===== config.mk =====
export PLATFORM = sky130hd
export DESIGN_NAME = mux4_to_1_rr
export DESIGN_NICKNAME = d
export VERILOG_FILES = /design/src/rtl/mux4_to_1_rr.sv
export SDC_FILE = /design/constraint.sdc
export NUM_CORES = 1
export LEC_CHECK = 0
export CAP_MARGIN = 30
export CELL_PAD_IN_SITES_DETAIL_PLACEMENT = 2
export CELL_PAD_IN_SITES_GLOBAL_PLACEMENT = 2
export CORE_MARGIN = 2
export CORE_UTILIZATION = 18
export CTS_CLUSTER_SIZE = 10
export DETAILED_ROUTE_END_ITERATION = 7
export PLACE_DENSITY_LB_ADDON = 0.05
export SYNTH_ARGS = -nofsm -noshare
export SYNTH_HDL_FRONTEND = slang
export SYNTH_SLANG_ARGS = --single-unit

===== constraint.sdc =====
create_clock -name clk -period 1.5 [get_ports clk]
set_input_delay 0.3 -clock clk [delete_from_list [all_inputs] [get_ports clk]]
set_output_delay 0.3 -clock clk [all_outputs]
set_load 0.02 [all_outputs]

===== src/rtl/mux4_to_1_rr.sv =====
// mux4_to_1_rr: four-lane round-robin stream merger.
// Each cycle at most one lane is granted. Its word is captured into a single
// output register and tagged with the source lane index. A 2-bit pointer
// records where the next priority scan starts. It moves one past the lane
// that was just granted, so every requesting lane is served within four grants.

module mux4_to_1_rr #(
    parameter int WIDTH = 8
) (
    input  logic             clk,
    input  logic             reset,
    input  logic             in_valid0,
    input  logic             in_valid1,
    input  logic             in_valid2,
    input  logic             in_valid3,
    input  logic [WIDTH-1:0] in_data0,
    input  logic [WIDTH-1:0] in_data1,
    input  logic [WIDTH-1:0] in_data2,
    input  logic [WIDTH-1:0] in_data3,
    output logic             in_ready0,
    output logic             in_ready1,
    output logic             in_ready2,
    output logic             in_ready3,
    output logic             out_valid,
    output logic [WIDTH-1:0] out_data,
    output logic [1:0]       out_sel,
    input  logic             out_ready
);

    logic [3:0]       valid_vec;
    logic [WIDTH-1:0] data_arr [4];
    logic [1:0]       ptr;
    logic             load_en;
    logic             found;
    logic [1:0]       winner;
    logic [3:0]       grant;

    assign valid_vec   = {in_valid3, in_valid2, in_valid1, in_valid0};
    assign data_arr[0] = in_data0;
    assign data_arr[1] = in_data1;
    assign data_arr[2] = in_data2;
    assign data_arr[3] = in_data3;

    // The output register can take a word when it is empty or is being drained this cycle.
    assign load_en = !out_valid || out_ready;

    // Priority scan starting at ptr: the first valid lane wins. Only valid bits are inspected.
    always_comb begin
        // NOTE: every variable gets a default before the loop so no path leaves it unassigned (no latch).
        found  = 1'b0;
        winner = 2'd0;
        for (int k = 0; k < 4; k++) begin
            logic [1:0] idx;
            idx = ptr + 2'(k);
            if (!found && valid_vec[idx]) begin
                found  = 1'b1;
                winner = idx;
            end
        end
    end

    // One-hot grant. It is suppressed during reset, while the register is stalled, or when no lane is valid.
    always_comb begin
        grant = 4'b0000;
        if (!reset && load_en && found) begin
            grant[winner] = 1'b1;
        end
    end

    assign in_ready0 = grant[0];
    assign in_ready1 = grant[1];
    assign in_ready2 = grant[2];
    assign in_ready3 = grant[3];

    // Output register and priority pointer. Reset wins over any handshake in the same cycle.
    always_ff @(posedge clk) begin
        // NOTE: state is updated with non-blocking assignments so all registers see pre-edge values.
        if (reset) begin
            out_valid <= 1'b0;
            out_data  <= '0;
            out_sel   <= 2'd0;
            ptr       <= 2'd0;
        end else if (load_en && found) begin
            out_valid <= 1'b1;
            out_data  <= data_arr[winner];
            out_sel   <= winner;
            ptr       <= winner + 2'd1;
        end else if (out_valid && out_ready) begin
            out_valid <= 1'b0;
        end
    end

endmodule

After elaboration in Yosys (flattened, before gate mapping)
Index checks and enable logic that the tools add are counted.
{ "totals": {"input_bits": 39, "elab_cells": 55, "out_inout_bits": 15, "regBits": 13} }
{ "classes": {"n_addsub": 4, "muxes": 24, "n_bitwise": 1, "order_cmp": 7, "n_reduce_logical": 15} }
{ "op_table": {"columns": ["op", "n"], "rows": [
  ["$bmux W8 S2", 1],
  ["$mux W8", 2],
  ["$lt A2 B3 Y1 const B", 5],
  ["$mux W1", 11],
  ["$bmux W1 S2", 4],
  ["$logic_and A1 B1 Y1", 8],
  ["$mux W2", 4],
  ["$logic_not A1 Y1", 5],
  ["$add A2 B1 Y2 const B", 2],
  ["$add A2 B2 Y2 const B", 2],
  ["$mux W4", 1],
  ["$ge A3 B3 Y1 const B", 1],
  ["$not A2 Y3", 1],
  ["$demux W1 S2", 1],
  ["$ge A2 B1 Y1 const B", 1],
  ["$reduce_bool A2 Y1", 1],
  ["$logic_or A1 B1 Y1", 1]
]} }

Logic depth before layout (Yosys ltp)
Gate-level depths: netlist of the first run.
{ "depth": {"word_depth": 17, "mapped_depth": 6} }

Worst setup path after synthesis of the first run
No wires, ideal clock.
{ "synth_timing": {"path_type": "register -> output", "startpoint": "reg ptr[1]", "endpoint": "out in_ready0", "required_time_ns": 1.200, "arrival_time_ns": 1.737, "slack_ns": -0.537, "stages_incl_launch_ff": 7, "path_buffers": 1, "path_cell_list": "dfxtp_1 a21oi_1 o21a_1 o22ai_1 and2_1 buf_4 nor3b_1"} }
{ "synth_between": {"elab_chain_cells": 17, "word_cells_on_any_way": 32} }
{ "synth_lines": {"columns": ["item", "line_no", "text"], "rows": [
  ["start: declaration", "32", "logic [1:0] ptr;"],
  ["start signal: assignment", "87", "ptr <= winner + 2'd1;"],
  ["branches (longest 16 deep; another with $lt A2 B3 Y1)", null, null],
  ["$mux W4 *", "65", "if (!reset && load_en && found) begin"],
  ["end: declaration", "20", "output logic in_ready0,"]
]} }
Mark *: on every way between the ends. The select of a mux whose other input is x is not followed.

Worst setup path after layout of the first run
Ends and elaborated chain as after synthesis.

==> results.sh, run 1 <==
export IMPL_status="finished with violations"
export IMPL_violations="setup timing"
export IMPL_hp_class="in -> reg"
export IMPL_path_max_fanout=5
export IMPL_diodes=0
export IMPL_finalCritPeriodShare=1.242
export IMPL_synthXorXnorAreaFrac=0.01032
export IMPL_startpoint_type="flip-flop"
export IMPL_clock_latency_ns=0.24
export IMPL_p_leak_nw=0.8242
export IMPL_syn_cell_area_sq_um=848.3
export IMPL_clockRootBuffer="clkbuf_8"
export IMPL_peakVddDrop_uv=326.5
export IMPL_first_pass_iters=4
export IMPL_ys_ff_latch=13
export IMPL_setup_viol=15
export IMPL_synth_top_family_by_area="compound AO/OA/AOI/OAI gates"
export IMPL_clk_pin_slew_ns=0.06
export IMPL_io_buffers=53
export IMPL_yosys_area_share_simple=0.1283
export IMPL_ctsHtreeMaxLevel=1
export IMPL_tns_ns=-3.397
export IMPL_dpl_hpwl_um=2491
export IMPL_postCtsHoldBufs=0
export IMPL_coreArea_sq_um=4444
export IMPL_syn_inst=84
export IMPL_ys_seq_area_frac=0.3068
export IMPL_layout_commonest_cell="clkdlybuf4s50_1"
export IMPL_crit_type="reg -> out"
export IMPL_cts_buffers=3
export IMPL_drtIter0Drc=9
export IMPL_synth_flop_cell="dfxtp_1"
export IMPL_ant_nets=0
export IMPL_critPathCaptureType="primary output"
export IMPL_fp_dieH_um=72.65
export IMPL_io_pins=54
export IMPL_synth_nets=123
export IMPL_cts_sinks=13
export IMPL_fin_nets=198
export IMPL_worst_ep_required_time_ns=1.20
export IMPL_hold_viol=0
export IMPL_vias=975
export IMPL_max_freq_mhz=536.9
export IMPL_grt_pass1_vias=1091
export IMPL_cap_violations=0
export IMPL_drc=0
export IMPL_globalplace_congestion=0.7126
export IMPL_vias_per_cell=4.643
export IMPL_antenna_found_initial=0
export IMPL_initial_core_util=0.1909
export IMPL_crit_arrival_ns=1.56
export IMPL_area_growth_syn_to_layout_pct=120.4
export IMPL_grt_max_degree=14
export IMPL_slew_violations=0
export IMPL_cts_tree="done"
export IMPL_rsz0062_at_grt="true"
export IMPL_holdWs_ns=0.4689
export IMPL_finalCriticalPeriod_ns=1.862
export IMPL_synth_compound_area_frac=0.2817
export IMPL_dp_slack_ns=-1.155
export IMPL_power_density_nw_per_um2=863.9
export IMPL_overflow=0
export IMPL_synth_mux_area_frac=0.2124
export IMPL_syn_area_per_cell_sq_um=10.10
export IMPL_rows=24
export IMPL_worst_pin_slew_ns=0.3365
export IMPL_wirelength_um=3746
export IMPL_skew_ns=0.004845
export IMPL_synth_edf_count=0
export IMPL_yosys_warnings=0
export IMPL_async_flop_share=0
export IMPL_synth_distinct_cells=24
export IMPL_grt_pass1_wl_um=5851
export IMPL_postLayoutSetupSlackWorst_ns=-0.3625
export IMPL_die_w_um=72.65
export IMPL_synth_adder_area_share=0
export IMPL_final_cell_mix="clkdlybuf4s50_1 (34), buf_4 (14), dfxtp_1 (12)"
export IMPL_die_area_sq_um=5278
export IMPL_drive_gt1_frac=0.4114
export IMPL_clockBufferDepth=2
export IMPL_grt_use_total=0.1498
export IMPL_max_slew_margin=0.7740
export IMPL_power_mw=1.615
export IMPL_wl_per_cell_um=17.84
report_power, final:
part	internal [mW]	switching [mW]
clock network	0.188	0.134
registers	0.393	0.0289
logic	0.495	0.376
total	1.08	0.539
per-layer routing:
metal  wire length [um]  up-vias  GRT usage
li1                   -      469          -
met1               1551      470     0.1797
met2               1993       34     0.2687
met3                176        2    0.02624
met4                 24        0    0.04938
met5                  0        -          0
Yosys cell counts (2+ instances only):
cell type | count | area share
mux2i_1 | 18 | 0.21
dfxtp_1 | 13 | 0.31
a221oi_2 | 8 | 0.14
o21bai_1 | 8 | 0.071
a21oi_1 | 6 | 0.035
nor2_1 | 5 | 0.022
nand2b_1 | 3 | 0.022
a211oi_1 | 2 | 0.018
buf_2 | 2 | 0.012
buf_4 | 2 | 0.018
inv_1 | 2 | 0.0089
nand2_1 | 2 | 0.0089
nor3b_1 | 2 | 0.018
cells by family (layout without fill, tap and decap cells):
| group | Yosys count | count (layout) |
|---|---|---|
| buffers and inverters | 8 | 82 |
| and+or+nand+nor | 18 | 18 |
| xor gates and xnor gates | 1 | 1 |
| DFF | 13 | 13 |
| AOI/OAI and AO/OA | 26 | 26 |
| muxes | 18 | 18 |
final cells by class:
class	instances	area, sq um
Tap cell	52	65.06
Inverter	2	7.507
Multi-Input combinational cell	63	691.9
Timing Repair Buffer	76	795.8
Clock buffer	4	45.04
Fill cell	459	2575
Sequential cell	13	264.0
final timing paths:
| path | start | endpoint | slack (ns) | depth (start not counted) |
|---|---|---|---|---|
| worst max-delay path | ptr[1] | in_ready0 | -0.36 | 6 |
| worst min-delay path | in_valid0 | out_valid | 0.47 | 3 |
| worst max register to register | ptr[1] | out_data[5] | -0.29 | 9 |
| worst min register to register | out_sel[1] | out_sel[1] | 0.51 | 2 |
critical path, stage by stage, from the launching register on:
cell and delay [ns]:
dfxtp_4 0.37, a21oi_2 0.05, o21a_1 0.20, o22ai_4 0.18, and2_4 0.19, nor3b_4 0.19, buf_6 0.14
state kept, by name, indices dropped and copies added (netlist names):
name / count
out_data: 8
out_sel: 2
ptr: 2
out_valid: 1
stage by stage:
| stage | instance area [sq um] | utilization | instances |
|---|---|---|---|
| 4_1_cts | 1808 | 0.4068 | 208 |
| 2_1_floorplan | 908.4 | - | 84 |
| 3_3_place_gp | 1535 | 0.3454 | 194 |
| 6_report | 1869 | 0.4206 | 210 |
| 5_1_grt | 1869 | 0.4206 | 210 |
| 3_5_place_dp | 1543 | 0.3471 | 195 |
what timing repair did:
item | 4_1_cts | 5_1_grt
setup endpoints to repair | 22 | 20
setup buffers | 6 | 2
gates resized for setup | 66 | 13
cloned | 3 | 0
endpoints found under the hold margin | 0 | 0
pin swaps | 11 | 5
Power figures use the tool's default switching activity.
==> inputs of run 2 (changes only) <==
SLEW_MARGIN = 20   (was unset)
==> results.sh, run 2 (synthesized netlist as in run 1, its figures left out) <==
export IMPL_crit_type="reg -> out"
export IMPL_initial_core_util=0.1909
export IMPL_finalCritPeriodShare=1.226
export IMPL_overflow=0
export IMPL_crit_arrival_ns=1.54
export IMPL_clockBufferDepth=2
export IMPL_io_buffers=53
export IMPL_wl_per_cell_um=17.19
export IMPL_cts_sinks=13
export IMPL_clock_latency_ns=0.24
export IMPL_layout_commonest_cell="clkdlybuf4s50_1"
export IMPL_antenna_found_initial=0
export IMPL_clk_pin_slew_ns=0.06
export IMPL_violations="setup timing"
export IMPL_postLayoutSetupSlackWorst_ns=-0.3389
export IMPL_p_leak_nw=0.8121
export IMPL_slew_violations=0
export IMPL_clockRootBuffer="clkbuf_8"
export IMPL_rows=24
export IMPL_tns_ns=-3.317
export IMPL_hold_viol=0
export IMPL_grt_max_degree=14
export IMPL_max_freq_mhz=543.8
export IMPL_critPathCaptureType="primary output"
export IMPL_fp_dieH_um=72.65
export IMPL_skew_ns=0.002375
export IMPL_grt_pass1_vias=1048
export IMPL_path_max_fanout=5
export IMPL_io_pins=54
export IMPL_grt_pass1_wl_um=5561
export IMPL_cap_violations=0
export IMPL_max_slew_margin=0.7891
export IMPL_cts_tree="done"
export IMPL_coreArea_sq_um=4444
export IMPL_largest_register="out_data"
export IMPL_wirelength_um=3576
export IMPL_peakVddDrop_uv=388.3
export IMPL_top_regs="out_data (8), out_sel (2), ptr (2)"
export IMPL_rsz0062_at_grt="true"
export IMPL_status="finished with violations"
export IMPL_ant_nets=0
export IMPL_diodes=0
export IMPL_dpl_hpwl_um=2520
export IMPL_largest_reg_flops=8
export IMPL_drtIter0Drc=17
export IMPL_cts_buffers=3
export IMPL_worst_ep_required_time_ns=1.20
export IMPL_setup_viol=14
export IMPL_fin_nets=196
export IMPL_final_cell_mix="clkdlybuf4s50_1 (34), buf_4 (16), dfxtp_1 (12)"
export IMPL_startpoint_type="flip-flop"
export IMPL_power_density_nw_per_um2=854.8
export IMPL_finalCriticalPeriod_ns=1.839
export IMPL_die_area_sq_um=5278
export IMPL_vias_per_cell=4.639
export IMPL_drive_gt1_frac=0.4359
export IMPL_grt_use_total=0.1377
export IMPL_ctsHtreeMaxLevel=1
export IMPL_globalplace_congestion=0.7126
export IMPL_first_pass_iters=4
export IMPL_hp_class="reg -> reg"
export IMPL_vias=965
export IMPL_area_growth_syn_to_layout_pct=125.8
export IMPL_dp_slack_ns=-1.143
export IMPL_die_w_um=72.65
export IMPL_postCtsHoldBufs=0
export IMPL_worst_pin_slew_ns=0.3139
export IMPL_drc=0
-- run 2: routing by layer --
| layer | up-vias | share of wire | track usage |
|---|---|---|---|
| met3 | 2 | 0.056 | 0.03453 |
| met2 | 35 | 0.53 | 0.2434 |
| li1 | 462 | - | - |
| met5 | - | 0 | 0 |
| met4 | 0 | 0.0039 | 0.02469 |
| met1 | 466 | 0.41 | 0.1702 |
-- run 2: stage by stage --
| step | total power [mW] | instance area, sq um | hold WS, ns | util | std cells |
|---|---|---|---|---|---|
| after global placement | 1.046 | 1535 | 0.4680 | 0.3454 | 194 |
| after CTS | 1.644 | 1868 | 0.4850 | 0.4203 | 210 |
| after global routing | 1.737 | 1916 | 0.5289 | 0.4310 | 208 |
| after floorplan | 0.7884 | 908.4 | 0.4751 | - | 84 |
| after detailed placement | 1.066 | 1543 | 0.4758 | 0.3471 | 195 |
| final | 1.637 | 1916 | 0.4842 | 0.4310 | 208 |
-- run 2: critical path: stages (launching register included) --
cell and delay [ns]:
dfxtp_4 0.37, mux2i_1 0.22, nor2_2 0.07, nor3_4 0.26
nor3b_4 0.22, buf_4 0.16
-- run 2: final cells by class --
class                      instances  area, sq um
inverter                           2        7.507
fill                             449         2529
timing repair buffer              74        772.0
multi-input combinational         63        762.0
tap                               52        65.06
sequential                        13        264.0
clock buffer                       4        45.04
-- run 2: what timing repair did --
action | 4_1_cts | 5_1_grt
buffers inserted | 8 | 0
hold endpoints to repair | 0 | 0
endpoints found under the setup margin | 22 | 20
gates cloned | 3 | 0
pin swaps | 13 | 6
gates resized for setup | 67 | 20
-- run 2: worst paths after layout --
check,start,end,slack [ns],depth (start not counted)
max,ptr[1],in_ready3,-0.34,5
min,out_sel[0],out_sel[0],0.48,2
max reg2reg,ptr[1],out_data[2],-0.28,8
min reg2reg,out_sel[0],out_sel[0],0.48,2
-- run 2: where the power goes --
part           switching, mW  internal [mW]  leakage (nW)
Sequential            0.0283          0.394         0.109
Clock                  0.129          0.188        0.0228
Combinational          0.388          0.511         0.680
==> inputs of run 3 (changes only) <==
CTS_CLUSTER_DIAMETER = 40   (was unset)
==> results of run 3 <==
Final layout, timing and power as in run 2 (identical DEF).
